### src/rtl/seq_multiplier_pkg.sv
// ============================================================================
// Module : seq_multiplier_pkg
// Brief  : Shared defaults, FSM state encoding and op codes for seq_multiplier
// Rev    : 1.0
// ============================================================================
`default_nettype none

package seq_multiplier_pkg;

    localparam int DEF_WIDTH = 32;
    localparam int DEF_CNT_W = 5;

    typedef enum logic [1:0] {
        S_IDLE = 2'd0,
        S_BUSY = 2'd1,
        S_DONE = 2'd2,
        S_FIX  = 2'd3
    } mul_state_e;

    // EX-stage funct codes that select this unit as the HI/LO source
    localparam logic [5:0] OP_MULT  = 6'h18;
    localparam logic [5:0] OP_MULTU = 6'h19;

endpackage

`default_nettype wire

### src/rtl/seq_multiplier_full_adder.sv
// ============================================================================
// Module : seq_multiplier_full_adder
// Brief  : WIDTH-bit adder with carry in/out; the multiplier's only adder path
// Rev    : 1.0
// ============================================================================
`default_nettype none

module seq_multiplier_full_adder #(
    parameter int WIDTH = 32
) (
    input  logic [WIDTH-1:0] a_i,
    input  logic [WIDTH-1:0] b_i,
    input  logic             cin_i,
    output logic [WIDTH-1:0] sum_o,
    output logic             cout_o
);

    assign {cout_o, sum_o} = {1'b0, a_i} + {1'b0, b_i} + {{WIDTH{1'b0}}, cin_i};

endmodule

`default_nettype wire

### src/rtl/seq_multiplier.sv
// ============================================================================
// Module : seq_multiplier
// Brief  : Iterative shift-and-add multiplier, one partial product per cycle.
//          Optional signed support under macro MUL_SIGNED_EN.
// Rev    : 1.0
// ============================================================================
`default_nettype none

module seq_multiplier
    import seq_multiplier_pkg::*;
#(
    parameter int WIDTH = DEF_WIDTH,
    parameter int CNT_W = DEF_CNT_W
) (
    input  logic             clk,
    input  logic             rst,
    input  logic             start_i,
    input  logic             cancel_i,
    input  logic             signed_op_i,
    input  logic [WIDTH-1:0] a_i,
    input  logic [WIDTH-1:0] b_i,
    output logic             busy_o,
    output logic             done_o,
    output logic [WIDTH-1:0] prod_hi_o,
    output logic [WIDTH-1:0] prod_lo_o
);

    localparam logic [CNT_W-1:0] C_LAST_CNT = CNT_W'(WIDTH - 1);

    mul_state_e       state_q, state_d;
    logic [CNT_W-1:0] cnt_q, cnt_d;
    logic [WIDTH-1:0] mcand_q, mcand_d;
    logic [WIDTH-1:0] acc_hi_q, acc_hi_d;
    logic [WIDTH-1:0] acc_lo_q, acc_lo_d;
    logic [WIDTH-1:0] prod_hi_q, prod_hi_d;
    logic [WIDTH-1:0] prod_lo_q, prod_lo_d;

    logic [WIDTH-1:0] w_add_a, w_add_b, w_sum;
    logic             w_add_cin, w_cout;
    logic [WIDTH-1:0] w_step_hi, w_step_lo;
    logic [WIDTH-1:0] w_op_a, w_op_b;

`ifdef MUL_SIGNED_EN
    logic             neg_q, neg_d;
    logic             w_neg_a, w_neg_b;
    logic [WIDTH-1:0] w_fix_hi;

    assign w_neg_a = signed_op_i & a_i[WIDTH-1];
    assign w_neg_b = signed_op_i & b_i[WIDTH-1];
    assign w_op_a  = w_neg_a ? (~a_i + {{(WIDTH-1){1'b0}}, 1'b1}) : a_i;
    assign w_op_b  = w_neg_b ? (~b_i + {{(WIDTH-1){1'b0}}, 1'b1}) : b_i;
    // The low-word carry of ~lo+1 ripples into the inverted high word
    assign w_fix_hi = ~acc_hi_q + {{(WIDTH-1){1'b0}}, w_cout};
`else
    logic unused_signed_op;
    assign unused_signed_op = signed_op_i;
    assign w_op_a = a_i;
    assign w_op_b = b_i;
`endif

    always_comb begin
        w_add_a   = acc_hi_q;
        w_add_b   = acc_lo_q[0] ? mcand_q : '0;
        w_add_cin = 1'b0;
`ifdef MUL_SIGNED_EN
        if (state_q == S_FIX) begin
            w_add_a   = ~acc_lo_q;
            w_add_b   = '0;
            w_add_cin = 1'b1;
        end
`endif
    end

    seq_multiplier_full_adder #(
        .WIDTH (WIDTH)
    ) u_adder (
        .a_i    (w_add_a),
        .b_i    (w_add_b),
        .cin_i  (w_add_cin),
        .sum_o  (w_sum),
        .cout_o (w_cout)
    );

    // Carry becomes the new MSB of the high word as the pair shifts right
    assign w_step_hi = {w_cout, w_sum[WIDTH-1:1]};
    assign w_step_lo = {w_sum[0], acc_lo_q[WIDTH-1:1]};

    always_comb begin
        state_d   = state_q;
        cnt_d     = cnt_q;
        mcand_d   = mcand_q;
        acc_hi_d  = acc_hi_q;
        acc_lo_d  = acc_lo_q;
        prod_hi_d = prod_hi_q;
        prod_lo_d = prod_lo_q;
`ifdef MUL_SIGNED_EN
        neg_d     = neg_q;
`endif
        case (state_q)
            S_IDLE, S_DONE: begin
                if (state_q == S_DONE) begin
                    state_d = S_IDLE;
                end
                if (start_i && !(state_q == S_DONE && cancel_i)) begin
                    state_d  = S_BUSY;
                    mcand_d  = w_op_a;
                    acc_hi_d = '0;
                    acc_lo_d = w_op_b;
                    cnt_d    = '0;
`ifdef MUL_SIGNED_EN
                    neg_d    = w_neg_a ^ w_neg_b;
`endif
                end
            end
            S_BUSY: begin
                if (cancel_i) begin
                    state_d = S_IDLE;
                end else begin
                    acc_hi_d = w_step_hi;
                    acc_lo_d = w_step_lo;
                    cnt_d    = cnt_q + CNT_W'(1);
                    if (cnt_q == C_LAST_CNT) begin
`ifdef MUL_SIGNED_EN
                        if (neg_q) begin
                            state_d = S_FIX;
                        end else begin
                            state_d   = S_DONE;
                            prod_hi_d = w_step_hi;
                            prod_lo_d = w_step_lo;
                        end
`else
                        state_d   = S_DONE;
                        prod_hi_d = w_step_hi;
                        prod_lo_d = w_step_lo;
`endif
                    end
                end
            end
`ifdef MUL_SIGNED_EN
            S_FIX: begin
                if (cancel_i) begin
                    state_d = S_IDLE;
                end else begin
                    state_d   = S_DONE;
                    acc_hi_d  = w_fix_hi;
                    acc_lo_d  = w_sum;
                    prod_hi_d = w_fix_hi;
                    prod_lo_d = w_sum;
                end
            end
`endif
            default: state_d = S_IDLE;
        endcase
    end

    always_ff @(posedge clk) begin
        if (rst) begin
            state_q   <= S_IDLE;
            cnt_q     <= '0;
            mcand_q   <= '0;
            acc_hi_q  <= '0;
            acc_lo_q  <= '0;
            prod_hi_q <= '0;
            prod_lo_q <= '0;
`ifdef MUL_SIGNED_EN
            neg_q     <= 1'b0;
`endif
        end else begin
            state_q   <= state_d;
            cnt_q     <= cnt_d;
            mcand_q   <= mcand_d;
            acc_hi_q  <= acc_hi_d;
            acc_lo_q  <= acc_lo_d;
            prod_hi_q <= prod_hi_d;
            prod_lo_q <= prod_lo_d;
`ifdef MUL_SIGNED_EN
            neg_q     <= neg_d;
`endif
        end
    end

    assign busy_o    = (state_q == S_BUSY) || (state_q == S_FIX);
    assign done_o    = (state_q == S_DONE);
    assign prod_hi_o = prod_hi_q;
    assign prod_lo_o = prod_lo_q;

endmodule

`default_nettype wire
### config.mk
export PLATFORM = sky130hd
export DESIGN_NAME = seq_multiplier
export DESIGN_NICKNAME = d
export VERILOG_FILES = /design/src/rtl/seq_multiplier_pkg.sv /design/src/rtl/seq_multiplier_full_adder.sv /design/src/rtl/seq_multiplier.sv
export SDC_FILE = /design/constraint.sdc
export NUM_CORES = 1
export LEC_CHECK = 0
export CAP_MARGIN = 20
export CORE_MARGIN = 2
export CORE_UTILIZATION = 45
export DETAILED_ROUTE_END_ITERATION = 10
export MAX_ROUTING_LAYER = met4
export PLACE_DENSITY = 0.69
export SETUP_SLACK_MARGIN = 0.5
export SYNTH_ARGS = -nofsm -noshare
export SYNTH_HDL_FRONTEND = slang
export SYNTH_HIERARCHICAL = 1
export SYNTH_SLANG_ARGS = --single-unit
export TNS_END_PERCENT = 10
### constraint.sdc
create_clock -name clk -period 7.7 [get_ports clk]
set_input_delay 0.77 -clock clk [delete_from_list [all_inputs] [get_ports clk]]
set_output_delay 0.77 -clock clk [all_outputs]
set_load 0.005 [all_outputs]
# == Word level (Yosys, flattened, before mapping) ==
# Index checks and enable logic that the tools add are counted.
# totals
regBits,167
inputBits,69
output_inout_bits,66
word_cells,44
# classes
addsub,2
eq_ne,8
muxes,15
bitwise_logic,1
reduce_logical,11
# op_table
cell,n
32-bit 2-to-1 mux,5
32-bit case mux with 2 select lines,2
32-bit by 32-bit adder with 33-bit output,1
5-bit 2-to-1 mux,2
5-bit case mux with 2 select lines,1
2-bit 2-to-1 mux,4
3-bit != test (second input constant),2
3-bit AND reduction,2
5-bit by 1-bit adder with 5-bit output (second input constant),1
5-bit equality test (second input constant),1
2-bit equality test (second input constant),2
2-bit != test (second input constant),2
2-bit case mux with 2 select lines,1
2-bit AND reduction,2
2-bit by 1-bit equality test with 1-bit output (second input constant),1
1-bit logical AND,2
2-bit logical NOT,1
2-bit nonzero test,1
2-bit OR reduction,1
1-bit logical NOT,1
1-bit logical OR,1
1-bit NOT,1

# == Depth between registers and ports, before layout ==
# logic_depth
word_depth,6
ltp_mapped,13
depth_no_buf,12

# == By module ==
# The synthesis kept the hierarchy.
# by_module_without_submodules
mod,n_inst,cells_each,area_per_inst_um2,seq_area_each_um2
seq_multiplier,1,768,6582.6,3343.2
seq_multiplier_full_adder,1,237,1714.1,0.0

# == Worst setup path after synthesis ==
# Ideal clock, no wire load.
# synth_timing
path_kind,flip-flop to flip-flop
from,register acc_lo_q[0]
to,register acc_hi_q[19]
setup_ps,117
t_arrival_ps,2999
required_time_ps,7583
slack_ps,4584
stages_incl_launch_ff,13
path_buffers,1
period_less_slack_ps,3116
cell_sequence,dfxtp_1 clkbuf_1 and2_1 fa_1 fa_1 a211oi_1 o21bai_2 o2111ai_2 a31oi_1 a21boi_2 nor4b_1 nor3_1 a22o_1
# synth_via
elab_chain_cells,4
# synth_rtl
item,line,text
from (decl),seq_multiplier.sv:34,"logic [WIDTH-1:0] acc_lo_q, acc_lo_d;"
from (signal assigned),seq_multiplier.sv:173,acc_lo_q <= acc_lo_d;
32-bit 2-to-1 mux,seq_multiplier.sv:63,w_add_b = acc_lo_q[0] ? mcand_q : '0;
net w_add_b[0],seq_multiplier.sv:38,"logic [WIDTH-1:0] w_add_a, w_add_b, w_sum;"
32-bit by 32-bit adder with 33-bit output,seq_multiplier_full_adder.sv:18,"assign {cout_o, sum_o} = {1'b0, a_i} + {1'b0, b_i} + {{WIDTH{1'b0}}, cin_i};"
net w_sum[20],seq_multiplier.sv:38,
32-bit 2-to-1 mux,seq_multiplier.sv:116,if (cancel_i) begin
32-bit case mux with 2 select lines,seq_multiplier.sv:99,case (state_q)
to (signal assigned),seq_multiplier.sv:172,acc_hi_q <= acc_hi_d;
to (decl),seq_multiplier.sv:33,"logic [WIDTH-1:0] acc_hi_q, acc_hi_d;"
# The timed path passes the listed nets, and every way through them passes these cells. The select of a mux whose other input is x is not followed.
# A chain may end at the register's enable or synchronous reset.

# == Final worst setup path ==
# layout_timing
from,register mcand_q[0]
to,"register prod_hi_q[29], in the netlist prod_hi_o[29]"
# layout_via
elab_chain_cells,2
# layout_rtl
item,line,text
from (decl),seq_multiplier.sv:32,"logic [WIDTH-1:0] mcand_q, mcand_d;"
from (signal assigned),seq_multiplier.sv:171,mcand_q <= mcand_d;
32-bit 2-to-1 mux,seq_multiplier.sv:63,
net w_add_b[0],seq_multiplier.sv:38,
32-bit by 32-bit adder with 33-bit output,seq_multiplier_full_adder.sv:18,
net w_sum[30],seq_multiplier.sv:38,
to (signal assigned),seq_multiplier.sv:174,prod_hi_q <= prod_hi_d;
to (decl),seq_multiplier.sv:35,"logic [WIDTH-1:0] prod_hi_q, prod_hi_d;"
# The timed path passes the listed nets, and every way through them passes these cells.

==> flow_metrics.py <==
metrics = {
    "routing": {
        "route.vias.total": 7427,
        "ant_nets": 0,
        "drt-initial-drc-count": 413,
        "drc": 0,
        "wirelength_um": 21470,
        "drtPass1Iterations": 8,
        "viasPerCell": 5.543,
        "wl_per_cell_um": 16.02,
    },
    "sta": {
        "fin_worst_skew_ns": 0.01023,
        "setup_tns_ns": 0,
        "finalSetupViolations": 0,
        "relSlewSlack": 0.3261,
        "slew_violations": 0,
        "rsz0062_at_grt": "false",
        "max_freq_mhz": 292.9,
        "tightest_slew_ns": 1.007,
        "fin_crit_sh": 0.4434,
        "finalHoldViolations": 0,
        "min_period_ns": 3.414,
    },
    "power": {
        "power_density_nw_per_um2": 194.9,
        "switching_share": 0.2654,
        "internal_power_uw": 1470,
        "sequentialPowerShare": 0.456,
        "power_switching_uw": 531.4,
        "p_leak_uw": 0.003920,
        "pwr-share-clk": 0.444,
        "comb_power_share": 0.100,
        "peakVddDrop_uv": 170.1,
    },
    "clock_network": {
        "cts_hold_buf": 0,
        "cts_setup_buffers": 0,
        "path_clk_slew_ns": 0.07,
        "cts_resized": 0,
        "htree_levels": 4,
        "insertion_delay_ns": 0.43,
        "cts_tree": "yes",
        "ctsRootBufferMaster": "clkbuf_16",
        "cts_buffers": 17,
        "clk_path_buf_depth": 2,
        "cts_sinks": 167,
    },
    "global_routing": {
        "antenna_found_initial": 1,
        "grt_pass1_wl_um": 34740,
        "grt_max_degree": 73,
        "grt_overflow_total": 0,
        "grt_pass1_vias": 6928,
        "grt_use_total": 0.2232,
    },
    "floorplanning": {
        "die_y_um": 139.8,
        "die_area_um2": 19540,
        "io-pin-count": 135,
        "row_count": 49,
        "die_width_um": 139.8,
        "start_util": 0.4603,
        "core_um2": 18020,
    },
    "synth": {
        "yosys_most_used_dff": "dfxtp_1",
        "synth_edf_count": 0,
        "yosysTopAreaCellShare": 0.4030,
        "synthTopCellsByArea": "dfxtp_1 40%, nand2_1 13%, a21oi_1 8.3%",
        "synth-seq-cells": 167,
        "synth_async_sr_flop_share": 0,
        "avgSynthCellArea_um2": 8.255,
        "syn_area_um2": 8297,
        "yosys.cell_count.top_type": "nand2_1",
        "ys_warn_count": 6,
        "yosys.area.top_type": "dfxtp_1",
        "synthDistinctLibCells": 61,
        "syn_inst": 1005,
        "synthesis.nets": 1109,
        "synth_common_cells": "283 x nand2_1, 167 x dfxtp_1, 138 x a21oi_1, 37 x clkbuf_1, 36 x nor3_1",
        "synth-seq-area-share": 0.4030,
    },
    "critical_path": {
        "rrSetupSlack_ns": 4.29,
        "cp.arrival_ns": 3.77,
        "r2r-end": "prod_hi_o[29]$_SDFFE_PP0P_",
        "crit_path_start_kind": "flip-flop",
        "cpPeakStageDelay_ns": 0.44,
        "crit_fanout": 3,
        "worstSetupEndpointType": "flip-flop",
        "path_class": "flip-flop to flip-flop",
        "worst-r2r-cell-count": 12,
        "critPathBufInv": 0,
        "critical_path.cell_chain": "and2_1 -> fa_1 -> fa_1 -> a211oi_1 -> o21bai_2 -> o2111ai_2 -> a211oi_2 -> o21ai_0 -> o21ai_0 -> xor2_1 -> nand2_1 -> a21oi_1",
        "critPathTopFamily": "compound AO/OA/AOI/OAI gates",
        "reg2reg_from": "mcand_q[0]$_SDFFE_PP0P_",
        "slowest_stage": "fa_1",
        "critPathRequiredTime_ns": 8.06,
    },
    "run": {
        "drv_cap": 0,
    },
    "layout": {
        "area_growth_syn_to_layout_pct": 23.81,
        "stdcell_area_um2": 10270,
        "fillers": 1701,
        "drive_gt1_frac": 0.08829,
        "final_nets": 1201,
    },
    "placement": {
        "dpl_cell_area_um2": 9648,
        "gp_congestion": 0.9392,
        "port_buffers": 133,
        "hpwlAfterDp_um": 14340,
    },
    "min_path": {
        "holdPathStages": 2,
        "worstHoldStart": "mcand_q[21]$_SDFFE_PP0P_",
        "hold_end": "mcand_q[21]$_SDFFE_PP0P_",
        "hold_path.class": "flip-flop to flip-flop",
    },
    "run_status": {
        "status": "finished, final reports clean",
    },
}
[how the worst max path moves through the flow]
stage | from | to | slack [ns] | cells after the start
floorplan | acc_lo_q[0]$_SDFFE_PP0P_ | acc_hi_q[19]$_SDFFE_PP0P_ | 4.58 | 12
global placement | cancel_i | cnt_q[0]$_SDFFE_PP0P_ | 4.19 | 6
detailed placement | cancel_i | cnt_q[0]$_SDFFE_PP0P_ | 4.10 | 6
CTS | mcand_q[0]$_SDFFE_PP0P_ | prod_hi_o[29]$_SDFFE_PP0P_ | 4.35 | 12
global route | mcand_q[0]$_SDFFE_PP0P_ | acc_hi_q[17]$_SDFFE_PP0P_ | 4.10 | 12
finish | mcand_q[0]$_SDFFE_PP0P_ | prod_hi_o[29]$_SDFFE_PP0P_ | 4.29 | 12
[per-layer routing]
layer	wire length, µm	share of wire	global-route usage
met2	9500	0.44	0.3227
met1	10340	0.48	0.3061
met5	0	0	-
met3	1159	0.054	0.05093
met4	462	0.022	0.07895
[worst min-delay path: stages, from the launching register on]
cell and delay, ns:
dfxtp_1 0.31, nand2_1 0.05, a21oi_1 0.05
[sequential cells by signal, indices dropped and copies added, names as in the netlist]
signal,count
acc_hi_q,32
acc_lo_q,32
mcand_q,32
prod_hi_o,32
prod_lo_o,32
cnt_q,5
state_q,2
[power groups by stage]
| stage | Sequential (µW) | Clock (µW) | Combinational, µW |
|---|---|---|---|
| 2_1_floorplan | 927 | 0 | 137 |
| 3_3_place_gp | 932 | 0 | 193 |
| 3_5_place_dp | 932 | 0 | 198 |
| 4_1_cts | 913 | 903 | 199 |
| 5_1_grt | 916 | 940 | 218 |
| 6_report | 913 | 890 | 199 |
[per-stage QoR]
step | setup WS (ns) | cells | hold WS (ns) | utilization | power (µW)
finish | 4.286 | 1340 | 0.4492 | 0.5699 | 2002
global route | 4.104 | 1340 | 0.4707 | 0.5699 | 2075
CTS | 4.353 | 1338 | 0.4520 | 0.5689 | 2015
detailed placement | 4.099 | 1306 | 0.4420 | 0.5353 | 1130
global placement | 4.188 | 1305 | 0.4400 | 0.5337 | 1125
floorplan | 4.584 | 1005 | 0.4317 | - | 1064
[cell type report]
cell class,count,area (µm²),share of cell area
Multi-Input combinational cell,761,4568,0.4447
Sequential cell,167,3343,0.3255
Timing Repair Buffer,145,1446,0.1408
Clock buffer,17,425.4,0.04141
Tap cell,229,286.5,0.02789
Clock inverter,15,181.4,0.01766
Inverter,5,18.77,0.001827
Antenna cell,1,2.502,0.0002436
[logic make-up (layout without fill, tap and decap cells)]
kind of cell / Yosys count / after routing / share of synthesized area
adder cells (fa/ha/maj): 35 / 35 / 0.05459
buffers and inverters: 77 / 182 / 0.04796
AND/OR/NAND/NOR: 430 / 430 / 0.2300
XOR/XNOR: 28 / 28 / 0.02956
other: 1 / 2 / 0.0004520
AO/OA/AOI/OAI: 266 / 266 / 0.2331
multiplexers: 1 / 1 / 0.001357
flip-flops: 167 / 167 / 0.4030
[cell usage in the layout (no fill, tap or decap), types with 3 or more instances in the layout]
master,count
nand2_1,281
dfxtp_1,167
a21oi_1,137
clkdlybuf4s50_1,132
nor3_1,36
and2_1,34
ha_1,33
a311oi_2,31
nand3_1,27
a22o_1,25
a21o_1,17
nor2_1,17
clkbuf_16,17
o21ai_0,15
xor2_1,14
xnor2_1,14
buf_4,11
nand4_1,7
inv_8,5
inv_1,5
nand2b_1,4
nand2_2,4
a31oi_1,4
inv_6,4
clkinvlp_4,4
a311oi_1,3
and4_1,3
o21a_1,3
a211oi_1,3
o31ai_1,3
No activity file was read; power rests on OpenSTA's default activity.
